===== src/rtl/usb4_ser_pkg.sv =====
// Shared types and constants for the logical-layer serializer scheduler.
package usb4_ser_pkg;

  localparam int SER_DATA_WIDTH = 10;

  typedef enum logic [1:0] {
    DISCONNECTED_S = 2'h0,
    IDLE_S         = 2'h1,
    START          = 2'h2
  } trans_state_t;

endpackage


===== src/rtl/rr_arb2.sv =====
// Two-port round-robin arbiter. prio_q names the port that wins a tie; it
// starts at port 0 and moves to the other port whenever advance_i accepts a
// grant, so the last-granted port loses the next tie.
module rr_arb2 (
  input  logic       clk,
  input  logic       rst,
  input  logic [1:0] req_i,
  input  logic       advance_i,
  output logic [1:0] gnt_o
);

  logic prio_q, prio_d;

  // Pick a winner: a lone requester always wins, a tie goes to prio_q.
  always_comb begin
    gnt_o = 2'b00;
    case (req_i)
      2'b01:   gnt_o = 2'b01;
      2'b10:   gnt_o = 2'b10;
      2'b11:   gnt_o = prio_q ? 2'b10 : 2'b01;
      default: gnt_o = 2'b00;
    endcase
  end

  // Priority moves away from the port that was just granted.
  always_comb begin
    prio_d = prio_q;
    if (advance_i && (gnt_o != 2'b00)) prio_d = ~gnt_o[1];
  end

  // Priority register, port 0 first out of reset.
  always_ff @(posedge clk) begin
    if (!rst) prio_q <= 1'b0;
    else      prio_q <= prio_d;
  end

endmodule


===== src/rtl/serializer_sched.sv =====
// Sequencing controller and two-port symbol arbiter feeding the 10-bit
// serializer. A mirror phase counter tracks the serializer's symbol boundary;
// the cycle before a boundary is the grant cycle, the boundary is the load.
// Optional feature macro SER_SCHED_IDLE_FILL_EN: keep the link in START and
// send IDLE_SYM when nobody requests at a boundary, instead of dropping to IDLE.
//
// Handshake: a requester raises valid (independent of ready) and holds data
// until it sees ready; the symbol is accepted on the clk edge where
// valid & ready. ready is combinational, high only in a grant cycle, and at
// most one port sees it per cycle.
module serializer_sched
  import usb4_ser_pkg::*;
#(
  parameter int                    DATA_WIDTH = SER_DATA_WIDTH,
  parameter logic [DATA_WIDTH-1:0] IDLE_SYM   = '0
) (
  input  logic                  clk,
  input  logic                  rst,
  input  logic                  link_en,
  input  logic                  req0_valid,
  input  logic [DATA_WIDTH-1:0] req0_data,
  output logic                  req0_ready,
  input  logic                  req1_valid,
  input  logic [DATA_WIDTH-1:0] req1_data,
  output logic                  req1_ready,
  output logic [1:0]            trans_state,
  output logic [DATA_WIDTH-1:0] parallel_out,
  output logic                  sym_load,
  output logic [15:0]           sym_cnt
);

  localparam int              PH_W    = $clog2(DATA_WIDTH);
  localparam logic [PH_W-1:0] PH_LAST = PH_W'(DATA_WIDTH - 1);

  trans_state_t          state_q, state_d;
  logic [PH_W-1:0]       ph_q, ph_d;
  logic [DATA_WIDTH-1:0] pout_q, pout_d;
  logic                  load_q, load_d;
  logic [15:0]           cnt_q, cnt_d;

  logic       any_req;
  logic       bnd;
  logic       grant;
  logic       fill;
  logic [1:0] gnt;

  rr_arb2 u_arb (
    .clk       (clk),
    .rst       (rst),
    .req_i     ({req1_valid, req0_valid}),
    .advance_i (grant),
    .gnt_o     (gnt)
  );

  // State register.
  always_ff @(posedge clk) begin
    if (!rst) state_q <= DISCONNECTED_S;
    else      state_q <= state_d;
  end

  // Next state: an active symbol always runs to its last phase before the
  // link may leave START, so a falling link_en never truncates a symbol.
  always_comb begin
    state_d = state_q;
    case (state_q)
      DISCONNECTED_S: if (link_en) state_d = IDLE_S;
      IDLE_S: begin
        if (!link_en)     state_d = DISCONNECTED_S;
        else if (any_req) state_d = START;
      end
      START: begin
        if (ph_q == PH_LAST) begin
          if (!link_en)     state_d = DISCONNECTED_S;
          else if (any_req) state_d = START;
          else begin
`ifdef SER_SCHED_IDLE_FILL_EN
            state_d = START;
`else
            state_d = IDLE_S;
`endif
          end
        end
      end
      default: state_d = DISCONNECTED_S;
    endcase
  end

  // Outputs: grant/fill decisions and the combinational ready strobes.
  // A disconnect request in the grant cycle suppresses any grant.
  always_comb begin
    any_req = req0_valid | req1_valid;
    bnd     = (state_q == START) && (ph_q == PH_LAST);
    grant   = rst && link_en && any_req && ((state_q == IDLE_S) || bnd);
`ifdef SER_SCHED_IDLE_FILL_EN
    fill    = rst && link_en && !any_req && bnd;
`else
    fill    = 1'b0;
`endif
    req0_ready = grant & gnt[0];
    req1_ready = grant & gnt[1];
  end

  // Datapath next values: phase, symbol register, load strobe, symbol count.
  // The count steps on the edge that enters the load cycle of a real symbol.
  always_comb begin
    ph_d = '0;
    if ((state_q == START) && (state_d == START))
      ph_d = (ph_q == PH_LAST) ? '0 : ph_q + PH_W'(1);
    pout_d = pout_q;
    if (grant)     pout_d = gnt[1] ? req1_data : req0_data;
    else if (fill) pout_d = IDLE_SYM;
    load_d = (state_d == START) && (ph_d == '0);
    cnt_d  = grant ? cnt_q + 16'd1 : cnt_q;
  end

  // Datapath registers.
  always_ff @(posedge clk) begin
    if (!rst) begin
      ph_q   <= '0;
      pout_q <= '0;
      load_q <= 1'b0;
      cnt_q  <= '0;
    end else begin
      ph_q   <= ph_d;
      pout_q <= pout_d;
      load_q <= load_d;
      cnt_q  <= cnt_d;
    end
  end

  assign trans_state  = state_q;
  assign parallel_out = pout_q;
  assign sym_load     = load_q;
  assign sym_cnt      = cnt_q;

endmodule


===== config.mk =====
export PLATFORM = sky130hd
export DESIGN_NAME = serializer_sched
export DESIGN_NICKNAME = d
export VERILOG_FILES = /design/src/rtl/usb4_ser_pkg.sv /design/src/rtl/rr_arb2.sv /design/src/rtl/serializer_sched.sv
export SDC_FILE = /design/constraint.sdc
export NUM_CORES = 1
export LEC_CHECK = 0
export CAP_MARGIN = 30
export CORE_MARGIN = 4
export CORE_UTILIZATION = 46
export CTS_BUF_LIST = sky130_fd_sc_hd__clkbuf_4
export DETAILED_ROUTE_END_ITERATION = 10
export PLACE_DENSITY = 0.91
export SYNTH_ARGS = -nofsm -noshare
export SYNTH_HDL_FRONTEND = slang
export SYNTH_SLANG_ARGS = --single-unit
export TNS_END_PERCENT = 10

===== constraint.sdc =====
create_clock -name clk -period 2.4 [get_ports clk]
set_input_delay 0.48 -clock clk [delete_from_list [all_inputs] [get_ports clk]]
set_output_delay 0.48 -clock clk [all_outputs]
set_load 0.05 [all_outputs]

==> results.md, run 1 <==
Synthesis:
- The synthesized instance count is 171.
- In this run, synthesis inferred 0 flip-flops with an integrated enable.
- The mapped cell area is 1580 sq um.
- The count of state elements after synthesis is 34.
- The number of unique standard cell types used by synthesis is 35.
- The number of nets handed over by synthesis was 199.
- The share of the Yosys chip area taken by registers is 0.432.
- The mean instance size in the synthesized netlist is 9.22 sq um.
- The biggest area contributor in the post-synthesis netlist is sky130_fd_sc_hd__dfxtp_1.
- For this run, the number of Yosys warnings is 0.
- Among all flip-flop cells after synthesis, the most frequent one is sky130_fd_sc_hd__dfxtp_1.
- After synthesis, the cell types taking the most area are sky130_fd_sc_hd__dfxtp_1 (43%), sky130_fd_sc_hd__mux2i_1 (9.5%), sky130_fd_sc_hd__a211oi_1 (5.2%).
- The async set-reset flop share out of synthesis is 0.
- The fraction of post-synthesis cell area in the top cell type by area is 0.432.

Timing:
- Headroom to the max-slew limit came out at 0.645.
- The count of final hold-check violations is 0.
- Clock skew on the completed layout was measured at 0.00544 ns.
- Across all setup checks in the final design, the least slack found is 0.0792 ns.
- The final-layout setup total negative slack is 0 ns.
- The actual transition at the worst max-transition pin is 0.532 ns.
- The number of failing setup endpoints in the final timing report is 0.
- The max-slew violation total from the final report is 0.
- Based on the critical path, the design can be clocked at up to 431 MHz.
- Setup repair after global routing left no endpoint under its margin.
- The post-route fraction of the period consumed by the critical path is 0.967.
- The post-layout minimum cycle time is 2.32 ns.

Worst hold path:
- The number of instances on the worst hold path is 1.
- In this run the worst hold path is classified as flip-flop to flip-flop.
- The startpoint identified for the worst hold timing path is ph_q[0].
- The worst-case hold path end point is ph_q[0].

Floorplanning:
- For this design the top-level I/O count stands at 56.
- The placeable core region is 3150 sq um.
- In this run the vertical extent of the chip is 66.5 um.
- The initialized floorplan defines 20 standard-cell rows.
- The overall die area is 4430 sq um.
- In this run the horizontal extent of the chip is 66.5 um.
- The initial utilization of the core area, before any placement, comes to 0.500.

Routing:
- The routed wire length per instance is 13.2 um.
- The total number of vias is 1,559.
- For this run, design rule violations remaining after detail routing come to 0.
- The total wire length after detailed routing is 3.71 mm.
- The first routing iteration left 91 violations.
- The number of antenna-violating nets in the routed design is 0.
- For this run, the detailed router's first-pass iteration total came to 4.
- The mean number of vias per cell is 5.57.

Place:
- At the end of routability-driven placement, the weighted congestion stood at 0.828.
- The total half-perimeter wirelength after legalization and detailed placement is 2.81 mm.
- Before CTS, the worst setup slack after placement is 0.0110 ns.
- The number of buffers added on ports is 55.

Critical path:
- In this run the critical register-to-register path is launched from ph_q[1].
- For flop-to-flop paths, the worst setup slack is 0.41 ns.
- The type of element launching the critical path is a primary input.
- Counting cells, the worst reg-to-reg path comes to 7.
- The required arrival time at the worst endpoint is 1.92 ns.
- The data arrival at the endpoint of the critical path is 1.84 ns.
- The worst-path maximum fanout is 3.
- The worst setup path startpoint is req0_valid.
- The worst register-to-register path ends at sym_cnt[11].
- The classification of the worst setup path is primary input to primary output.
- The kind of capture point of the worst setup path is a primary output.

Power:
- The design draws 1.03 mW.
- Power spread over the standard cell area amounts to 438 nW/um^2.
- Summed over all nets, the switching power comes to 251 uW.
- The analysis attributes to cell leakage a power of 0.909 nW.
- The share of total power dissipated in the clock network is 0.304.
- The internal portion of the total power is 774 uW.
- The switching portion of total power is 0.245.
- The combinational fraction of design power is 0.133.
- The worst vdd rail ir drop is 0.331 mV.
- The sequential group share of total power is 0.564.

Clocking:
- The clock sink total is 34.
- The clock root buffer is sky130_fd_sc_hd__clkbuf_4.
- Counting the buffers created by CTS gives 5.
- TritonCTS built the clock tree.
- In this run the number of H-tree levels came out at 2.
- The later pin in the worst-skew pair is clocked with a latency of 0.34 ns.
- The clock slew seen by the registers of the worst setup and hold paths is 0.10 ns.
- The clock passes through at most 2 buffers.
- The count of hold-fix buffers inserted at cts is 0.

GRT:
- Summed over all layers, the global routing overflow is 0.
- The first global-routing pass estimated 6.15 mm of wire.
- The maximum number of pins on one net before global-route repair is 23.
- In the global route stage, overall resource usage came out at 0.185.
- The number of antenna violations at the first check in global routing is 0.
- The via count of the first global-routing pass is 1,406.

Flow run:
- The count of max-cap constraint violations is 0.

Finish:
- The area growth from synthesis to layout is 48.5%.
- The fraction of layout cells with a size suffix above 1 is 0.144.
- The number of diodes is 0.
- The number of nets in the layout is 264.
- The layout has 226 filler cells.

Run status:
- The run finished with clean final reports.
==> placed cells by master (no fill, tap or decap), drive strengths merged, types with 4 or more instances in the layout <==
| master | synthesis | final |
|---|---|---|
| mux2i | 15 | 15 |
| o31ai | 7 | 7 |
| nor2 | 15 | 15 |
| inv | 4 | 4 |
| clkbuf | 5 | 7 |
| nand3 | 9 | 9 |
| dfxtp | 34 | 34 |
| a21oi | 8 | 8 |
| buf | 2 | 12 |
| a211oi | 12 | 12 |
| nand2 | 15 | 15 |
| and3 | 5 | 5 |
| nand4 | 7 | 7 |
| clkdlybuf4s50 | 0 | 53 |
| or4 | 5 | 5 |
==> registers in the layout (all words and copies together) (netlist names) <==
signal        cells
parallel_out     10
ph_q              4
sym_cnt          16
sym_load          1
trans_state       2
u_arb.prio_q      1
==> metrics by stage <==
step / utilization / hold slack, ns / area (sq um) / instances
2_1_floorplan: - / 0.445 / 1590 / 171
3_3_place_gp: 0.719 / 0.463 / 2270 / 273
3_5_place_dp: 0.719 / 0.479 / 2270 / 273
4_1_cts: 0.736 / 0.504 / 2320 / 280
5_1_grt: 0.742 / 0.521 / 2340 / 280
6_report: 0.742 / 0.493 / 2340 / 280
==> layout make-up <==
cell class                      count  area [sq um]  area share
Timing Repair Buffer               65           646       0.276
Tap cell                           44          55.1      0.0235
Sequential cell                    34           686       0.293
Inverter                            5          18.8     0.00802
Multi-Input combinational cell    125           883       0.377
Clock buffer                        7          52.6      0.0224
==> cell families (layout without fill, tap and decap cells) <==
family | count (synthesis) | in the layout | synth area share
mux | 16 | 16 | 0.102
flops | 34 | 34 | 0.432
xor+xnor | 3 | 3 | 0.0167
buf+inv | 12 | 77 | 0.0302
compound gates | 41 | 41 | 0.189
simple gates | 62 | 62 | 0.206
fa+ha+maj | 3 | 3 | 0.0238
==> routing by layer <==
layer / share of wire / track usage / up-vias / wire (um)
met2: 0.46 / 0.286 / 62 / 1700
met4: 0.019 / 0.0914 / 0 / 72
li1: - / - / 776 / -
met1: 0.40 / 0.211 / 713 / 1490
met3: 0.12 / 0.0911 / 8 / 444
met5: 0 / 0 / - / 0
==> cell usage after synthesis, types with 2 or more instances <==
library cell / instances
sky130_fd_sc_hd__mux2i_1: 15
sky130_fd_sc_hd__dfxtp_1: 34
sky130_fd_sc_hd__o21ai_0: 3
sky130_fd_sc_hd__buf_2: 2
sky130_fd_sc_hd__or4_1: 5
sky130_fd_sc_hd__a21oi_1: 8
sky130_fd_sc_hd__inv_1: 4
sky130_fd_sc_hd__nand3_1: 9
sky130_fd_sc_hd__nor2_1: 15
sky130_fd_sc_hd__xor2_1: 2
sky130_fd_sc_hd__and2_1: 2
sky130_fd_sc_hd__nand2_1: 15
sky130_fd_sc_hd__and3_1: 4
sky130_fd_sc_hd__nand4_1: 7
sky130_fd_sc_hd__o31ai_1: 7
sky130_fd_sc_hd__clkbuf_1: 5
sky130_fd_sc_hd__o211ai_1: 3
sky130_fd_sc_hd__a211oi_1: 11
sky130_fd_sc_hd__ha_1: 3
sky130_fd_sc_hd__or2_2: 2
==> what timing repair did <==
item / in CTS / in global routing
cloned: 0 / 0
buffers inserted: 0 / 0
endpoints found under the setup margin: 1 / 2
resized for setup: 1 / 4
pin swaps: 0 / 2
==> power by group through the flow <==
stage | combinational, mW | clock, mW | sequential [mW]
3_5_place_dp | 0.134 | 0 | 0.591
2_1_floorplan | 0.0434 | 0 | 0.612
5_1_grt | 0.148 | 0.347 | 0.580
6_report | 0.136 | 0.311 | 0.578
4_1_cts | 0.135 | 0.320 | 0.578
3_3_place_gp | 0.132 | 0 | 0.591
==> how the worst max path moves through the flow <==
| stage | to | slack, ns | cells after the start |
|---|---|---|---|
| floorplan | req0_ready | 0.11 | 5 |
| global placement | sym_cnt[15] | 0.06 | 6 |
| detailed placement | sym_cnt[15] | 0.01 | 6 |
| CTS | req0_ready | 0.02 | 5 |
| global route | req0_ready | 0.02 | 6 |
| finish | req0_ready | 0.08 | 5 |
==> worst max-delay path, cell delays in order <==
cell and delay, ns:
sky130_fd_sc_hd__clkdlybuf4s50_1 0.48, sky130_fd_sc_hd__o211ai_1 0.14, sky130_fd_sc_hd__a211o_4 0.31, sky130_fd_sc_hd__a211oi_4 0.26, sky130_fd_sc_hd__buf_12 0.17
No activity file was read; power rests on OpenSTA's default activity.
==> run 2, diff against run 1 <==
--- a/config.mk
+++ b/config.mk
@@ -10,7 +10,7 @@
 export CORE_UTILIZATION = 46
 export CTS_BUF_LIST = sky130_fd_sc_hd__clkbuf_4
 export DETAILED_ROUTE_END_ITERATION = 10
-export PLACE_DENSITY = 0.91
+export PLACE_DENSITY = 0.82
 export SYNTH_ARGS = -nofsm -noshare
 export SYNTH_HDL_FRONTEND = slang
 export SYNTH_SLANG_ARGS = --single-unit
==> run 2 against run 1 <==
Utilization is 2.3 points higher. Final cell count grew 1.4%. Via count grew 5.5%. Global-route usage is 3.5 points higher. Die area stayed put. Combinational power grew 4%. Sequential power about the same. Critical endpoint unchanged. Highest routed layer unchanged. Flip-flop and latch count unchanged. Routed wire length grew 25%.
==> results.md, run 2 (synthesis results as in run 1) <==
Run status:
- The flow ran to the end, and the final reports show no timing, DRC or antenna violations.

GRT:
- The total global routing overflow is 0 (unchanged).
- The global-route usage over all layers is 0.220 (+0.0348).
- The via count of the first global-routing pass is 1,614 (+15%).
- The layer flagged by global routing as most heavily used is met2.
- The met1 track demand over resource is 0.237 (+0.0252).
- The number of antenna violations at the first check in global routing was 0 (unchanged).
- The wire length of the first global-routing pass is 7.35 mm (+19%).
- The met2 track utilization from global routing is 0.392 (+0.106).
- The met3 layer usage reported by global route was 0.0607 (-0.0304).
- The maximum number of pins on one net before global-route repair is 18 (-22%).

Routing:
- The total wire length after detailed routing is 4.64 mm (+25%).
- The first-pass iteration count of the detailed router is 4 (unchanged).
- The number of antenna-violating nets in the routed design is 0 (unchanged).
- The final routed DRC violation total came to 0 (unchanged).
- The routed wire length per instance is 16.3 um (+23%).
- The total number of vias is 1,645 (+5.5%).
- The first-iteration detailed-routing DRC count is 111 (+22%).
- The mean number of vias per cell was 5.79 (+4.0%).

Clocking:
- The count of hold-fix buffers inserted at cts is 0 (unchanged).
- The maximum buffer depth of the clock tree is 2 (unchanged).
- In this run the clock root is driven by a sky130_fd_sc_hd__clkbuf_4.
- The clock slew seen by the registers of the worst setup and hold paths is 0.11 ns (about the same).
- The clock tree from TritonCTS is done.
- The total clock buffers created by CTS is 5 (unchanged).
- The clock sink total came to 34 (unchanged).
- The H-tree depth is 2 (unchanged).
- The clock network latency to the later pin of the worst-skew pair was 0.37 ns (+0.03 ns).

Timing:
- The final setup slack of the worst path is 0.00589 ns (-0.0733 ns).
- The post-route fraction of the period consumed by the critical path came to 0.998 (+0.0305).
- The number of failing setup endpoints in the final timing report was 0 (unchanged).
- The fmax came to 418 MHz (-3.1%).
- The setup clock skew after layout is 0.0213 ns (+0.0158 ns).
- The max-slew violation total from the final report is 0 (unchanged).
- The post-layout minimum cycle time is 2.39 ns (+0.0733 ns).
- The tightest slew margin relative to the limit is 0.632 (-0.0122).
- The count of final hold-check violations is 0 (unchanged).
- The actual transition at the worst max-transition pin is 0.538 ns (+0.00609 ns).

Floorplanning:
- The number of primary I/O pins is 56 (unchanged).
- The starting density of the core is 0.500 (unchanged).
- The die boundary width is 66.5 um (unchanged).
- The overall die area is 4430 sq um (unchanged).
- The site row count came to 20 (unchanged).
- The height of the die was 66.5 um (unchanged).
- The placeable core region is 3150 sq um (unchanged).

Power:
- The post-route total power is 1.26 mW (+22%).
- The worst vdd rail ir drop came to 0.391 mV (+18%).
- The static leakage power is 0.944 nW (+3.9%).
- The power per cell area is 520 nW/um^2 (+19%).

Place:
- The instance count after placement with tap cells included came to 274 (+0.37%).
- The post-place instance area is 2270 sq um (+0.33%).
- The placer's final routability congestion estimate came to 0.857 (+3.5%).
- The total half-perimeter wirelength after legalization and detailed placement came to 3.33 mm (+19%).
- The number of buffers added on ports was 55 (unchanged).
- The worst-case setup slack after placement was 0.0476 ns (+0.0367 ns).

Critical path:
- The type of element launching the critical path is a primary input.
- The data arrival at the endpoint of the critical path is 1.91 ns (+0.07 ns).
- The combined buffer and inverter count along the critical path is 2 (unchanged).
- The critical-path cell with the highest stage delay is sky130_fd_sc_hd__clkdlybuf4s50_1.
- The delay of the slowest cell on the worst path is 0.50 ns (+0.02 ns).
- The required arrival time at the worst endpoint is 1.92 ns (about the same).
- The register-to-register path setup slack came to 0.47 ns (+0.06 ns).
- The worst reg2reg path endpoint is sym_cnt[11].
- The cell count of the worst reg-to-reg path came to 7 (unchanged).
- Grouping stages by cell kind, the critical path spends the most delay in compound AO/OA/AOI/OAI gates.
- The worst setup path is captured at a primary output.
- The classification of the worst setup path is primary input to primary output.
- Traced cell by cell, the critical path runs through clkdlybuf4s50_1, o211ai_1, a211o_4, a211oi_4, buf_12.
- The critical path depth is 5 (unchanged).
- The startpoint of the lowest-slack register-to-register path is ph_q[1].
- The worst-path maximum fanout is 3 (unchanged).

Worst hold path:
- The number of instances on the worst hold path is 1 (unchanged).
- In this run the worst hold path is classified as flip-flop to flip-flop.
- The path with the worst hold slack has its endpoint at ph_q[0].
- The startpoint identified for the worst hold timing path is ph_q[0].

Finish:
- The design area is 2410 sq um (+3.2%).
- The final standard cell count with taps included and fillers excluded was 284 (+1.4%).
- In the layout the commonest cells are sky130_fd_sc_hd__clkdlybuf4s50_1 (53), sky130_fd_sc_hd__dfxtp_1 (30), sky130_fd_sc_hd__nand2_1 (15), sky130_fd_sc_hd__mux2i_1 (15), sky130_fd_sc_hd__nor2_1 (14).
- Leaving out fill and tap cells, the most frequent cell in the layout is sky130_fd_sc_hd__clkdlybuf4s50_1.
- The fraction of the core area covered by cells at the end of the flow is 0.766 (+0.0234).
- The count of fill cells added during filler insertion is 252 (+12%).
- Relative to the synthesized area, the layout overhead comes to 53.2%.
- The number of nets in the layout was 267 (+1.1%).
- The fraction of layout cells with a size suffix above 1 is 0.158 (+0.0143).
- The flip-flop count of the largest register, all copies and words added is 16 (unchanged).
- The number of diodes was 0 (unchanged).

Flow run:
- The count of max-cap constraint violations is 0 (unchanged).
==> run 2: layer usage <==
metal | wire length (um) | up-vias | part of all wire
met2 | 2500 | 61 | 0.54
met5 | 0 | - | 0
met4 | 86 | 0 | 0.019
met3 | 307 | 10 | 0.066
met1 | 1750 | 798 | 0.38
li1 | - | 776 | -
==> run 2: worst max path at each step <==
| stage | startpoint | end | slack, ns |
|---|---|---|---|
| after floorplan | ph_q[0] | req0_ready | 0.11 |
| after global placement | rst | sym_cnt[15] | 0.09 |
| after detailed placement | rst | sym_cnt[15] | 0.05 |
| after CTS | ph_q[1] | req0_ready | 0.01 |
| after global routing | rst | req0_ready | -0.06 |
| final | req1_valid | req0_ready | 0.006 |
==> run 2: per-stage QoR <==
step,TNS (ns),hold slack [ns]
floorplan,0,0.445
global placement,0,0.462
detailed placement,0,0.475
CTS,0,0.465
global route,-0.0556,0.495
finish,0,0.474
==> run 2: power breakdown <==
group	internal [mW]	switching (mW)	total [mW]	leakage, nW
Clock	0.321	0.215	0.536	0.0528
Sequential	0.571	0.00765	0.579	0.276
Combinational	0.0714	0.0699	0.141	0.615
Total	0.963	0.292	1.26	0.944
==> run 2: area by class of cell <==
| class | count | area [sq um] | share of cell area |
|---|---|---|---|
| Multi-Input combinational cell | 125 | 883 | 0.366 |
| Sequential cell | 34 | 688 | 0.285 |
| Inverter | 5 | 18.8 | 0.00777 |
| Clock inverter | 3 | 63.8 | 0.0264 |
| Timing Repair Buffer | 68 | 668 | 0.277 |
| Clock buffer | 5 | 37.5 | 0.0155 |
| Tap cell | 44 | 55.1 | 0.0228 |
==> run 2: what timing repair did <==
action | 4_1_cts | 5_1_grt
pin swaps | 0 | 3
setup buffers | 0 | 2
endpoints found under the hold margin | 0 | 0
setup endpoints to repair | 1 | 1
resized for setup | 1 | 6
==> run 3, diff against run 2 <==
--- a/config.mk
+++ b/config.mk
@@ -6,7 +6,6 @@
 export NUM_CORES = 1
 export LEC_CHECK = 0
 export CAP_MARGIN = 30
-export CORE_MARGIN = 4
 export CORE_UTILIZATION = 46
 export CTS_BUF_LIST = sky130_fd_sc_hd__clkbuf_4
 export DETAILED_ROUTE_END_ITERATION = 10
==> run 3 against run 2 <==
Hold slack worse by 0.00071 ns. Sequential share of layout area rose by 0.57 points. Fmax grew 1.7%. Combinational power about the same. Clock power down 45%. Global-route usage grew 4.3 points. Largest cell class unchanged.
==> results.md, run 3 (synthesis results as in run 1) <==
Run status:
- The flow ran to the end, and the final reports show no timing, DRC or antenna violations.

Place:
- The post-place instance area is 2280 sq um (+0.22%).
- The instance count after placement with tap cells included is 273 (-0.36%).
- The placer's final routability congestion estimate came to 0.775 (-9.5%).
- The number of buffers added on ports is 55 (unchanged).
- The total half-perimeter wirelength after legalization and detailed placement came to 3.16 mm (-5.1%).

Routing:
- The met3 routed wirelength was 203 um (-34%).
- The routed wire length per instance is 15.3 um (-6.4%).
- In this run the top signal layer used is met4.
- The first-iteration detailed-routing DRC count is 147 (+32%).
- The first-pass iteration count of the detailed router is 4 (unchanged).
- The total wire length after detailed routing is 4.33 mm (-6.7%).
- The detailed route wirelength on metal2 was 2.24 mm (-10%).
- The mean number of vias per cell came to 5.61 (-3.1%).
- The met1 wire length was 1.81 mm (+3.5%).
- The number of antenna-violating nets in the routed design was 0 (unchanged).
- The total number of vias is 1,588 (-3.5%).
- The final routed DRC violation total came to 0 (unchanged).

Finish:
- The count of fill cells added during filler insertion is 246 (-2.4%).
- The design area came to 2370 sq um (-2.0%).
- The flip-flop count of the largest register, all copies and words added is 16 (unchanged).
- The area growth from synthesis to layout is 50.2%.
- The final standard cell count with taps included and fillers excluded came to 283 (-0.35%).
- The fraction of layout cells with a size suffix above 1 came to 0.142 (-0.0161).
- The number of nets in the layout came to 266 (-0.37%).
- The fraction of the core area covered by cells at the end of the flow is 0.751 (-0.0151).
- The number of diodes is 0 (unchanged).
- The commonest non-fill, non-tap cell in the layout is sky130_fd_sc_hd__clkdlybuf4s50_1.
- Leaving out fill and tap cells, the most frequent cells in the layout are sky130_fd_sc_hd__clkdlybuf4s50_1 (53), sky130_fd_sc_hd__dfxtp_1 (30), sky130_fd_sc_hd__nand2_1 (15), sky130_fd_sc_hd__mux2i_1 (15), sky130_fd_sc_hd__nor2_1 (14).

Clocking:
- The clock sink total came to 34 (unchanged).
- The clock network latency to the later pin of the worst-skew pair is 0.34 ns (-0.03 ns).
- The count of hold-fix buffers inserted at cts came to 0 (unchanged).
- TritonCTS built the clock tree.
- The maximum buffer depth of the clock tree came to 2 (unchanged).
- The clock root buffer is sky130_fd_sc_hd__clkbuf_4.
- The total clock buffers created by CTS came to 5 (unchanged).
- The H-tree depth is 2 (unchanged).
- The clock slew seen by the registers of the worst setup and hold paths came to 0.10 ns (about the same).

Power:
- The worst vdd rail ir drop is 0.285 mV (-27%).
- The static leakage power is 0.921 nW (-2.5%).
- The post-route total power was 1.01 mW (-19%).
- The power per cell area is 428 nW/um^2 (-18%).

GRT:
- The global-route usage over all layers is 0.263 (+0.0430).
- The via count of the first global-routing pass is 1,518 (-5.9%).
- The total global routing overflow is 0 (unchanged).
- The maximum number of pins on one net before global-route repair is 24 (+6).
- The wire length of the first global-routing pass was 7.00 mm (-4.7%).
- The number of antenna violations at the first check in global routing came to 0 (unchanged).

Timing:
- The post-route fraction of the period consumed by the critical path came to 0.981 (-0.0168).
- The fmax is 425 MHz (+1.7%).
- The setup clock skew after layout is 0.00733 ns (-0.0139 ns).
- The number of failing setup endpoints in the final timing report is 0 (unchanged).
- The max-slew violation total from the final report is 0 (unchanged).
- The count of final hold-check violations is 0 (unchanged).
- The tightest slew margin relative to the limit was 0.651 (+0.0190).
- The post-layout minimum cycle time is 2.35 ns (-0.0404 ns).
- The final-layout setup total negative slack is 0 ns (unchanged).
- The actual transition at the worst max-transition pin was 0.521 ns (-0.0162 ns).

Floorplanning:
- The number of primary I/O pins is 56 (unchanged).
- The placeable core region is 3150 sq um (unchanged).
- The overall die area is 3670 sq um (-17%).
- The site row count came to 20 (unchanged).
- The height of the die is 60.5 um (-9.0%).
- The starting density of the core is 0.500 (unchanged).
- The die boundary width is 60.5 um (-9.0%).

Critical path:
- The required arrival time at the worst endpoint came to 1.92 ns (about the same).
- The worst-path maximum fanout is 3 (unchanged).
- The classification of the worst setup path is primary input to primary output.
- STA classifies the critical path startpoint as a primary input.
- The data arrival at the endpoint of the critical path came to 1.87 ns (-0.04 ns).
- The register-to-register path setup slack is 0.31 ns (-0.16 ns).
- The kind of capture point of the worst setup path is a primary output.

Flow run:
- The count of max-cap constraint violations is 0 (unchanged).

Worst hold path:
- The tightest min-delay check is of the flip-flop to flip-flop type.
run 3: changes by cell type in the layout (fill, tap and decap cells not counted):
cell | previous run | this run
sky130_fd_sc_hd__inv_2 | 1 | 0
sky130_fd_sc_hd__bufinv_16 | 2 | 0
sky130_fd_sc_hd__clkinv_1 | 2 | 4
sky130_fd_sc_hd__inv_1 | 3 | 4
sky130_fd_sc_hd__buf_12 | 2 | 3
sky130_fd_sc_hd__buf_4 | 13 | 11
run 3: layer usage:
layer,GRT usage,vias to the layer above
li1,-,776
met1,0.308,756
met2,0.451,49
met3,0.0746,7
met4,0.110,0
met5,0,-
run 3: report_power, final:
part | switching [mW] | total (mW) | leakage, nW | internal [mW]
combinational | 0.0695 | 0.140 | 0.617 | 0.0707
clock | 0.192 | 0.296 | 0.0277 | 0.104
sequential | 0.00748 | 0.578 | 0.276 | 0.571
total | 0.269 | 1.01 | 0.921 | 0.746
run 3: critical path, cell delays in order:
cell	delay, ns
sky130_fd_sc_hd__clkdlybuf4s50_1	0.50
sky130_fd_sc_hd__o211ai_1	0.14
sky130_fd_sc_hd__a211o_4	0.32
sky130_fd_sc_hd__a211oi_4	0.26
sky130_fd_sc_hd__buf_12	0.17
run 3: repair_timing:
action / CTS / global route
endpoints found under the hold margin: 0 / 0
gates cloned: 0 / 0
setup endpoints to repair: 1 / 2
pin swaps: 0 / 2
setup buffers: 0 / 2
resized for setup: 1 / 5
run 3: area by class of cell:
class	instances	area [sq um]	area share
multi-input cells	125	883	0.373
clock buffers	5	37.5	0.0159
inverters	5	18.8	0.00793
flip-flops and latches	34	688	0.291
well taps	44	55.1	0.0233
clock inverters	3	11.3	0.00476
repair buffers	67	673	0.284
run 3: per-stage QoR:
stage / setup WS (ns) / hold slack (ns)
global route: -0.00491 / 0.500
global placement: 0.0676 / 0.462
detailed placement: 0.0100 / 0.483
CTS: 0.0133 / 0.466
floorplan: 0.110 / 0.445
finish: 0.0463 / 0.473
run 3: final timing paths:
kind         cells after the start          to    start
max                              5  req0_ready      rst
min reg2reg                      1     ph_q[0]  ph_q[0]
max reg2reg                      8  sym_cnt[9]  ph_q[1]
min                              1     ph_q[0]  ph_q[0]
